`config.mk`:
```
export PLATFORM = sky130hd
export DESIGN_NAME = wb_cmd_master
export DESIGN_NICKNAME = d
export VERILOG_FILES = /design/src/rtl/wb_cmd_pkg.sv /design/src/rtl/wb_cmd_master.sv
export SDC_FILE = /design/constraint.sdc
export NUM_CORES = 1
export LEC_CHECK = 0
export ABC_AREA = 1
export CORE_ASPECT_RATIO = 1.1
export CORE_MARGIN = 3
export CORE_UTILIZATION = 37
export DETAILED_ROUTE_END_ITERATION = 8
export GPL_TIMING_DRIVEN = 0
export PLACE_DENSITY = 0.77
export SYNTH_ARGS = -nofsm -noshare
export SYNTH_HDL_FRONTEND = slang
export SYNTH_SLANG_ARGS = --single-unit
```
`constraint.sdc`:
```
create_clock -name wb_clk_i -period 1.4 [get_ports wb_clk_i]
set_clock_uncertainty 0.1 [all_clocks]
set_input_delay 0.35 -clock wb_clk_i [delete_from_list [all_inputs] [get_ports wb_clk_i]]
set_output_delay 0.35 -clock wb_clk_i [all_outputs]
set_load 0.01 [all_outputs]
```
`src/rtl/wb_cmd_pkg.sv`:
```
// rtl/wb_cmd_pkg.sv - shared FSM encoding and counter width for the Wishbone command master
package wb_cmd_pkg;

    typedef enum logic [1:0] {
        ST_IDLE  = 2'd0,
        ST_CYCLE = 2'd1,
        ST_RESP  = 2'd2
    } state_e;

    localparam int CNT_W = 8;
    typedef logic [CNT_W-1:0] cnt_t;
    localparam cnt_t CNT_MAX = '1;

endpackage

```
`src/rtl/wb_cmd_master.sv`:
```
// rtl/wb_cmd_master.sv - single-outstanding command to Wishbone classic initiator with ack timeout
module wb_cmd_master
    import wb_cmd_pkg::*;
#(
    parameter int TIMEOUT_CYCLES = 255
) (
    input  logic        wb_clk_i,
    input  logic        wb_rst_i,
    input  logic        cmd_valid,
    output logic        cmd_ready,
    input  logic        cmd_we,
    input  logic [3:0]  cmd_sel,
    input  logic [31:0] cmd_adr,
    input  logic [31:0] cmd_dat,
    output logic        rsp_valid,
    input  logic        rsp_ready,
    output logic [31:0] rsp_dat,
    output logic        rsp_err,
    output logic        wbm_cyc_o,
    output logic        wbm_stb_o,
    output logic        wbm_we_o,
    output logic [3:0]  wbm_sel_o,
    output logic [31:0] wbm_adr_o,
    output logic [31:0] wbm_dat_o,
    input  logic [31:0] wbm_dat_i,
    input  logic        wbm_ack_i,
    output logic [7:0]  timeout_cnt_o
);

    // Counter value seen in the last allowed wait cycle; expiry happens at that edge.
    localparam cnt_t WAIT_LAST = cnt_t'(TIMEOUT_CYCLES - 1);

    state_e      state_q, state_d;
    cnt_t        wait_cnt_q, wait_cnt_d;
    cnt_t        to_cnt_q, to_cnt_d;
    logic [31:0] rsp_dat_q, rsp_dat_d;
    logic        rsp_err_q, rsp_err_d;
    logic        we_q, we_d;
    logic [3:0]  sel_q, sel_d;
    logic [31:0] adr_q, adr_d;
    logic [31:0] dat_q, dat_d;

    always_ff @(posedge wb_clk_i) begin
        if (wb_rst_i) begin
            state_q    <= ST_IDLE;
            wait_cnt_q <= '0;
            to_cnt_q   <= '0;
            rsp_dat_q  <= '0;
            rsp_err_q  <= 1'b0;
            we_q       <= 1'b0;
            sel_q      <= '0;
            adr_q      <= '0;
            dat_q      <= '0;
        end else begin
            state_q    <= state_d;
            wait_cnt_q <= wait_cnt_d;
            to_cnt_q   <= to_cnt_d;
            rsp_dat_q  <= rsp_dat_d;
            rsp_err_q  <= rsp_err_d;
            we_q       <= we_d;
            sel_q      <= sel_d;
            adr_q      <= adr_d;
            dat_q      <= dat_d;
        end
    end

    always_comb begin
        state_d    = state_q;
        wait_cnt_d = wait_cnt_q;
        to_cnt_d   = to_cnt_q;
        rsp_dat_d  = rsp_dat_q;
        rsp_err_d  = rsp_err_q;
        we_d       = we_q;
        sel_d      = sel_q;
        adr_d      = adr_q;
        dat_d      = dat_q;
        unique case (state_q)
            ST_IDLE: begin
                if (cmd_valid) begin
                    we_d       = cmd_we;
                    sel_d      = cmd_sel;
                    adr_d      = cmd_adr;
                    dat_d      = cmd_dat;
                    wait_cnt_d = '0;
                    state_d    = ST_CYCLE;
                end
            end
            ST_CYCLE: begin
                // Ack is checked first so it wins over a simultaneous expiry.
                if (wbm_ack_i) begin
                    rsp_dat_d = we_q ? 32'h0 : wbm_dat_i;
                    rsp_err_d = 1'b0;
                    state_d   = ST_RESP;
                end else if (wait_cnt_q == WAIT_LAST) begin
                    rsp_dat_d = 32'h0;
                    rsp_err_d = 1'b1;
                    to_cnt_d  = (to_cnt_q == CNT_MAX) ? to_cnt_q : to_cnt_q + 1'b1;
                    state_d   = ST_RESP;
                end else begin
                    wait_cnt_d = wait_cnt_q + 1'b1;
                end
            end
            ST_RESP: begin
                if (rsp_ready) begin
                    state_d = ST_IDLE;
                end
            end
            default: state_d = ST_IDLE;
        endcase
    end

    assign cmd_ready     = (state_q == ST_IDLE) || wb_rst_i;
    assign rsp_valid     = (state_q == ST_RESP);
    assign rsp_dat       = rsp_dat_q;
    assign rsp_err       = rsp_err_q;
    assign wbm_cyc_o     = (state_q == ST_CYCLE);
    assign wbm_stb_o     = (state_q == ST_CYCLE);
    assign wbm_we_o      = we_q;
    assign wbm_sel_o     = sel_q;
    assign wbm_adr_o     = adr_q;
    assign wbm_dat_o     = dat_q;
    assign timeout_cnt_o = to_cnt_q;

endmodule

```
# After elaboration in Yosys (flattened, before gate mapping)
# Cells that the tools add are included.
op_classes:
  addsub: 2
  n_eq_ne: 9
  n_mux: 14
  n_bitwise: 2
  n_reduce_logical: 9
op_table:
  columns: ["cell", "n"]
  rows:
  - ["$mux 32", 3]
  - ["$mux 8", 3]
  - ["$add 8x1->8 const B", 2]
  - ["$eq 8x8->1 const B", 2]
  - ["$pmux 8 s2", 1]
  - ["$mux 2", 4]
  - ["$reduce_and 4->1", 2]
  - ["$ne 2x2->1 const B", 3]
  - ["$pmux 2 s3", 1]
  - ["$reduce_and 2->1", 2]
  - ["$reduce_bool 2->1", 2]
  - ["$ne 3x1->1 const B", 1]
  - ["$reduce_and 3->1", 1]
  - ["$eq 2x1->1 const B", 1]
  - ["$eq 2x2->1 const B", 1]
  - ["$logic_not 2->1", 1]
  - ["$mux 1", 2]
  - ["$ne 2x1->1 const B", 1]
  - ["$not 1->1", 2]
  - ["$logic_or 1x1->1", 1]
word_totals:
  regBits: 120
  in_bits: 106
  output_inout_bits: 114
  word_cells: 45

# Longest topological paths before layout
logic_depth:
  ltp_word: 4
  mapped_depth: 10
  mapped_depth_nobuf: 10

# Worst setup path before layout
# OpenSTA, ideal clock, no wires.
synth_timing:
  path_kind: "reg2reg"
  start: "reg to_cnt_q[0] (netlist: timeout_cnt_o[0])"
  end: "reg to_cnt_q[1] (netlist: timeout_cnt_o[1])"
  setup_ps: 116
  arrival_time_ps: 1251
  required_time_ps: 1184
  path_slack_ps: -67
  path_stages_with_launch: 8
  n_path_buf: 0
  period_less_slack_ps: 1467
  path_cell_list: "dfxtp_1 > ha_1 > nand3_1 > inv_1 > nand2_1 > nand3_1 > o21ai_0 > nor2_1"
synth_between:
  elab_chain_len: 3
  elab_cells_between_ends: 4
  classes_between: "add/sub (1); eq/ne (1); bitwise (1); reduce/logical (1)"
synth_lines:
  columns: ["item", "line", "source"]
  rows:
  - ["from (decl)", "wb_cmd_master.sv:35", "cnt_t to_cnt_q, to_cnt_d;"]
  - ["from (signal assigned)", "wb_cmd_master.sv:57", "to_cnt_q <= to_cnt_d;"]
  - ["parallel branches: the longest is 3 deep, another holds $add 8x1->8", null, null]
# Parallel ways; which one is timed is not known.
# A chain may end at the register's enable or synchronous reset.

# Final worst setup path
layout_timing:
  start: "reg state_q[1]"
  end: "out rsp_valid"
layout_between:
  elab_chain_len: 1
layout_lines:
  columns: ["item", "line", "source"]
  rows:
  - ["from (decl)", "wb_cmd_master.sv:33", "state_e state_q, state_d;"]
  - ["from (signal assigned)", "wb_cmd_master.sv:55", "state_q <= state_d;"]
  - ["$eq 2x2->1", "wb_cmd_master.sv:113", "assign rsp_valid = (state_q == ST_RESP);"]
  - ["to (decl)", "wb_cmd_master.sv:15", "output logic rsp_valid,"]
# Every way passes these cells.

==> impl_summary.txt <==
----------------------------------------------------
[Setup path]
  Classification of the worst setup path ... flip-flop to output pin
  Setup crit start kind ... flip-flop
  End point of the critical path ... rsp_valid
  Data required time of the critical path ... 0.95 ns
  Critical Path Sink Type ... output pin
  Register-to-Register Path Depth ... 8
  Reg-to-reg critical path startpoint ... wait_cnt_q[0]$_SDFFE_PP0P_
  Slack of the worst reg-to-reg path ... -0.12 ns
  Crit-path max FO ... 3
  Arrival time worst endpoint ... 1.16 ns
  Worst setup path startpoint ... state_q[1]$_SDFFE_PP0P_
  End of the worst register-to-register path ... rsp_dat[18]$_SDFFE_PP0P_

[Timing]
  Hold violation count in the final report ... 0
  Post-layout worst setup margin ... -0.2092 ns
  Final Setup Violations ... 92
  Least-Margin Pin Slew ... 0.7454 ns
  Max Clk Rate ... 621.4 MHz
  Post-route minimum period ... 1.609 ns
  Period utilization ... 114.9%
  Worst relative slew slack ... 50.30%
  Setup repair after global routing missed its margin ... yes
  Number of max-slew violations in the final report ... 0

[Logic synthesis]
  Yosys synthesis warning count ... 0
  Post-Synthesis Cell Area ... 4634 um2
  Post-Synth Adder-Cell Area ... 0.8099%
  Share of cell area taken by muxes after synthesis ... 0%
  Synth Instances ... 614
  Simple-gate area share of the yosys netlist ... 27.16%
  Number of flip-flops and latches in the synthesized netlist ... 120
  Fraction of the yosys area taken by sequential cells ... 51.84%
  Post-Syn Area per Cell ... 7.548 um2
  Synth unique cells ... 27
  Number of nets in the synthesized netlist ... 723
  Compound-gate portion of the synthesized area ... 13.50%
  Synth Area in XOR/XNOR ... 0.1890%
  Dominant combinational cell family by area after synthesis ... simple AND/OR/NAND/NOR gates

[Power and ir drop]
  Power density of the placed cells ... 1175 nW/um2
  Power after layout ... 9.498 mW
  Cell leakage power ... 3.488 nW
  IR Drop Worst-Case VDD ... 0.9603 mV

[Finish]
  Area delta synth->final ... 74.49%
  Share of cells above drive strength 1 ... 39.22%
  Final net count ... 993
  Fin area ... 8087 um2
  N_diodes ... 0

[Place]
  Detailed placement HPWL ... 10,250 um
  Count of port buffers added during placement ... 218
  Cell Area, Placed ... 7024 um2
  Final estimated routing congestion in global placement ... 0.8618

[GRT]
  Maximum number of pins on one net before global-route repair ... 17
  Total gr overflow ... 0
  Initial antenna violation count ... 0
  Overall routing resource usage ... 21.10%
  Via count of the first global-routing pass ... 4,738
  Wire length of the first global-routing pass ... 23,070 um

[Floorplanning]
  Core area ... 12,140 um2
  IO Pins ... 220
  Die X ... 112.7 um
  Core Rows ... 42
  Starting Density ... 38.18%
  Die Y ... 123.4 um
  Overall die area ... 13,910 um2

[Routing]
  Number of remaining DRC errors ... 0
  Drt via density ... 4.845
  Detailed router's first-iteration violation count ... 241
  Final routed wire length divided by cell count ... 15.12 um
  Via count of the routed design ... 5,082
  Remaining antenna violation count after routing ... 0
  DRT Pass-1 Iters ... 5
  WL final ... 15,870 um

[Hold path]
  Hold wc startpoint ... wb_rst_i
  Hold WC Path Type ... input pin to flip-flop

[Flow run]
  Reported max-cap violation count ... 0

[Clocking]
  Maximum level of the CTS H-tree ... 4
  Number of buffers inserted during clock tree synthesis ... 17
  Root buf cell ... clkbuf_16
  Clock Pin Slew Worst Setup and Hold Paths ... 0.05 ns
  Maximum clock insertion buffer count ... 2
  Clock tree from TritonCTS ... done
  Total number of clock tree sinks ... 120
  Source-to-sink clock delay at the later pin of the worst-skew pair ... 0.42 ns

[Outcome]
  Status ... complete, but fails checks
  Failing checks ... setup timing

----------------------------------------------------
state kept, by name, indices dropped and copies added, names as in the netlist:
register       count
wait_cnt_q         8
wbm_we_o           1
rsp_dat           32
rsp_err            1
timeout_cnt_o      8
wbm_adr_o         32
state_q            2
wbm_sel_o          4
wbm_dat_o         32
cell families after synthesis:
| family | count (synthesis) |
|---|---|
| AND/OR/NAND/NOR | 302 |
| adder cells (fa/ha/maj) | 3 |
| XOR/XNOR | 1 |
| buffers and inverters | 64 |
| AO/OA/AOI/OAI | 124 |
| flip-flops | 120 |
layer usage:
layer  track usage (%)  vias to the layer above  wire [um]
met5                 0                        -          0
met2             36.37                      185       8079
li1                  -                     2534          -
met4             10.07                        0        370
met1             22.55                     2335       5950
met3             8.566                       28       1466
stage by stage:
| stage | hold slack, ns | setup TNS (ns) | utilization (%) | cells | setup slack, ns |
|---|---|---|---|---|---|
| floorplan | 0.3583 | -0.1636 | - | 614 | -0.005453 |
| global placement | 0.3601 | -45.09 | 57.86 | 986 | -0.6519 |
| detailed placement | 0.3701 | -45.10 | 57.86 | 986 | -0.6534 |
| CTS | 0.1172 | -5.402 | 62.55 | 1044 | -0.2088 |
| global route | 0.1100 | -15.08 | 66.62 | 1049 | -0.2236 |
| finish | 0.1038 | -6.116 | 66.62 | 1049 | -0.2092 |
worst min-delay path by stage:
| stage | cells after the start | slack (ns) | to |
|---|---|---|---|
| after detailed placement | 2 | 0.37 | wbm_adr_o[17]$_SDFFE_PP0P_ |
| final | 2 | 0.10 | rsp_dat[10]$_SDFFE_PP0P_ |
| after global placement | 2 | 0.36 | wbm_adr_o[15]$_SDFFE_PP0P_ |
| after floorplan | 2 | 0.36 | wait_cnt_q[3]$_SDFFE_PP0P_ |
| after global routing | 2 | 0.11 | rsp_dat[10]$_SDFFE_PP0P_ |
| after CTS | 2 | 0.12 | rsp_dat[10]$_SDFFE_PP0P_ |
repair_timing:
| action | in CTS | in global routing |
|---|---|---|
| hold buffers | 0 | 0 |
| buffers inserted | 21 | 4 |
| pin swaps | 47 | 38 |
| gates cloned | 7 | 2 |
| gates resized for setup | 587 | 116 |
| setup endpoints to repair | 223 | 116 |
cell usage in the layout (no fill, tap or decap), types with 2 or more instances in the layout:
cell	synthesis	final
inv_4	1	4
ha_4	0	2
nor3_1	2	2
dfxtp_1	120	97
buf_2	14	116
nor2_4	1	4
clkbuf_2	0	5
o21ai_2	0	5
a21oi_2	0	33
clkbuf_16	0	19
nand2_1	79	53
nand2_8	0	4
bufinv_16	0	2
dfxtp_2	0	12
clkdlybuf4s50_1	0	104
nor2_1	157	155
buf_4	5	21
dfxtp_4	0	11
inv_1	24	17
nand2_4	1	3
nand3_1	51	13
o21ai_0	75	49
clkbuf_8	0	4
clkbuf_1	16	11
nand3b_1	2	2
a21oi_1	45	12
buf_8	0	2
nand3_2	0	30
buf_6	3	26
o21ai_1	2	23
nand3_4	0	8
clkinv_2	0	4
inv_2	1	5
nand2_2	4	25
synthesized netlist by cell type:
cell	count	share of area, %
dfxtp_1	120	52
nor2_4	1	0.24
inv_1	24	1.9
buf_6	3	0.73
o21ai_1	2	0.22
nand3b_1	2	0.32
nand4_1	1	0.14
o21ai_0	75	8.1
inv_2	1	0.081
nand2_2	4	0.54
clkbuf_1	16	1.3
nor2_1	157	13
nand2_1	79	6.4
buf_4	5	0.81
nand3_1	51	5.5
inv_4	1	0.14
a21oi_1	45	4.9
nor2_8	1	0.43
o21bai_1	1	0.16
nand2_4	1	0.24
buf_2	14	1.5
o211ai_1	1	0.16
nor2_2	2	0.27
ha_1	3	0.81
or2_1	1	0.14
xor2_1	1	0.19
nor3_1	2	0.22
report_power, final:
| group | internal (mW) | switching [mW] |
|---|---|---|
| Sequential | 3.63 | 0.114 |
| Combinational | 0.723 | 0.753 |
| Clock | 2.77 | 1.51 |
| Total | 7.12 | 2.37 |
critical path, stage by stage, from the launching register on:
cell	delay (ns)
dfxtp_2	0.34
inv_2	0.05
nor2_1	0.17
buf_2	0.18
area by class of cell:
class | instances | area (um2)
inverter | 26 | 107.6
buffer | 38 | 270.3
sequential | 120 | 2459
multi-input combinational | 431 | 2505
timing repair buffer | 250 | 1972
tap | 154 | 192.7
fill | 1020 | 4053
clock buffer | 22 | 484.2
clock inverter | 8 | 96.34
Note: power is estimated with default switching activity, not from simulation.
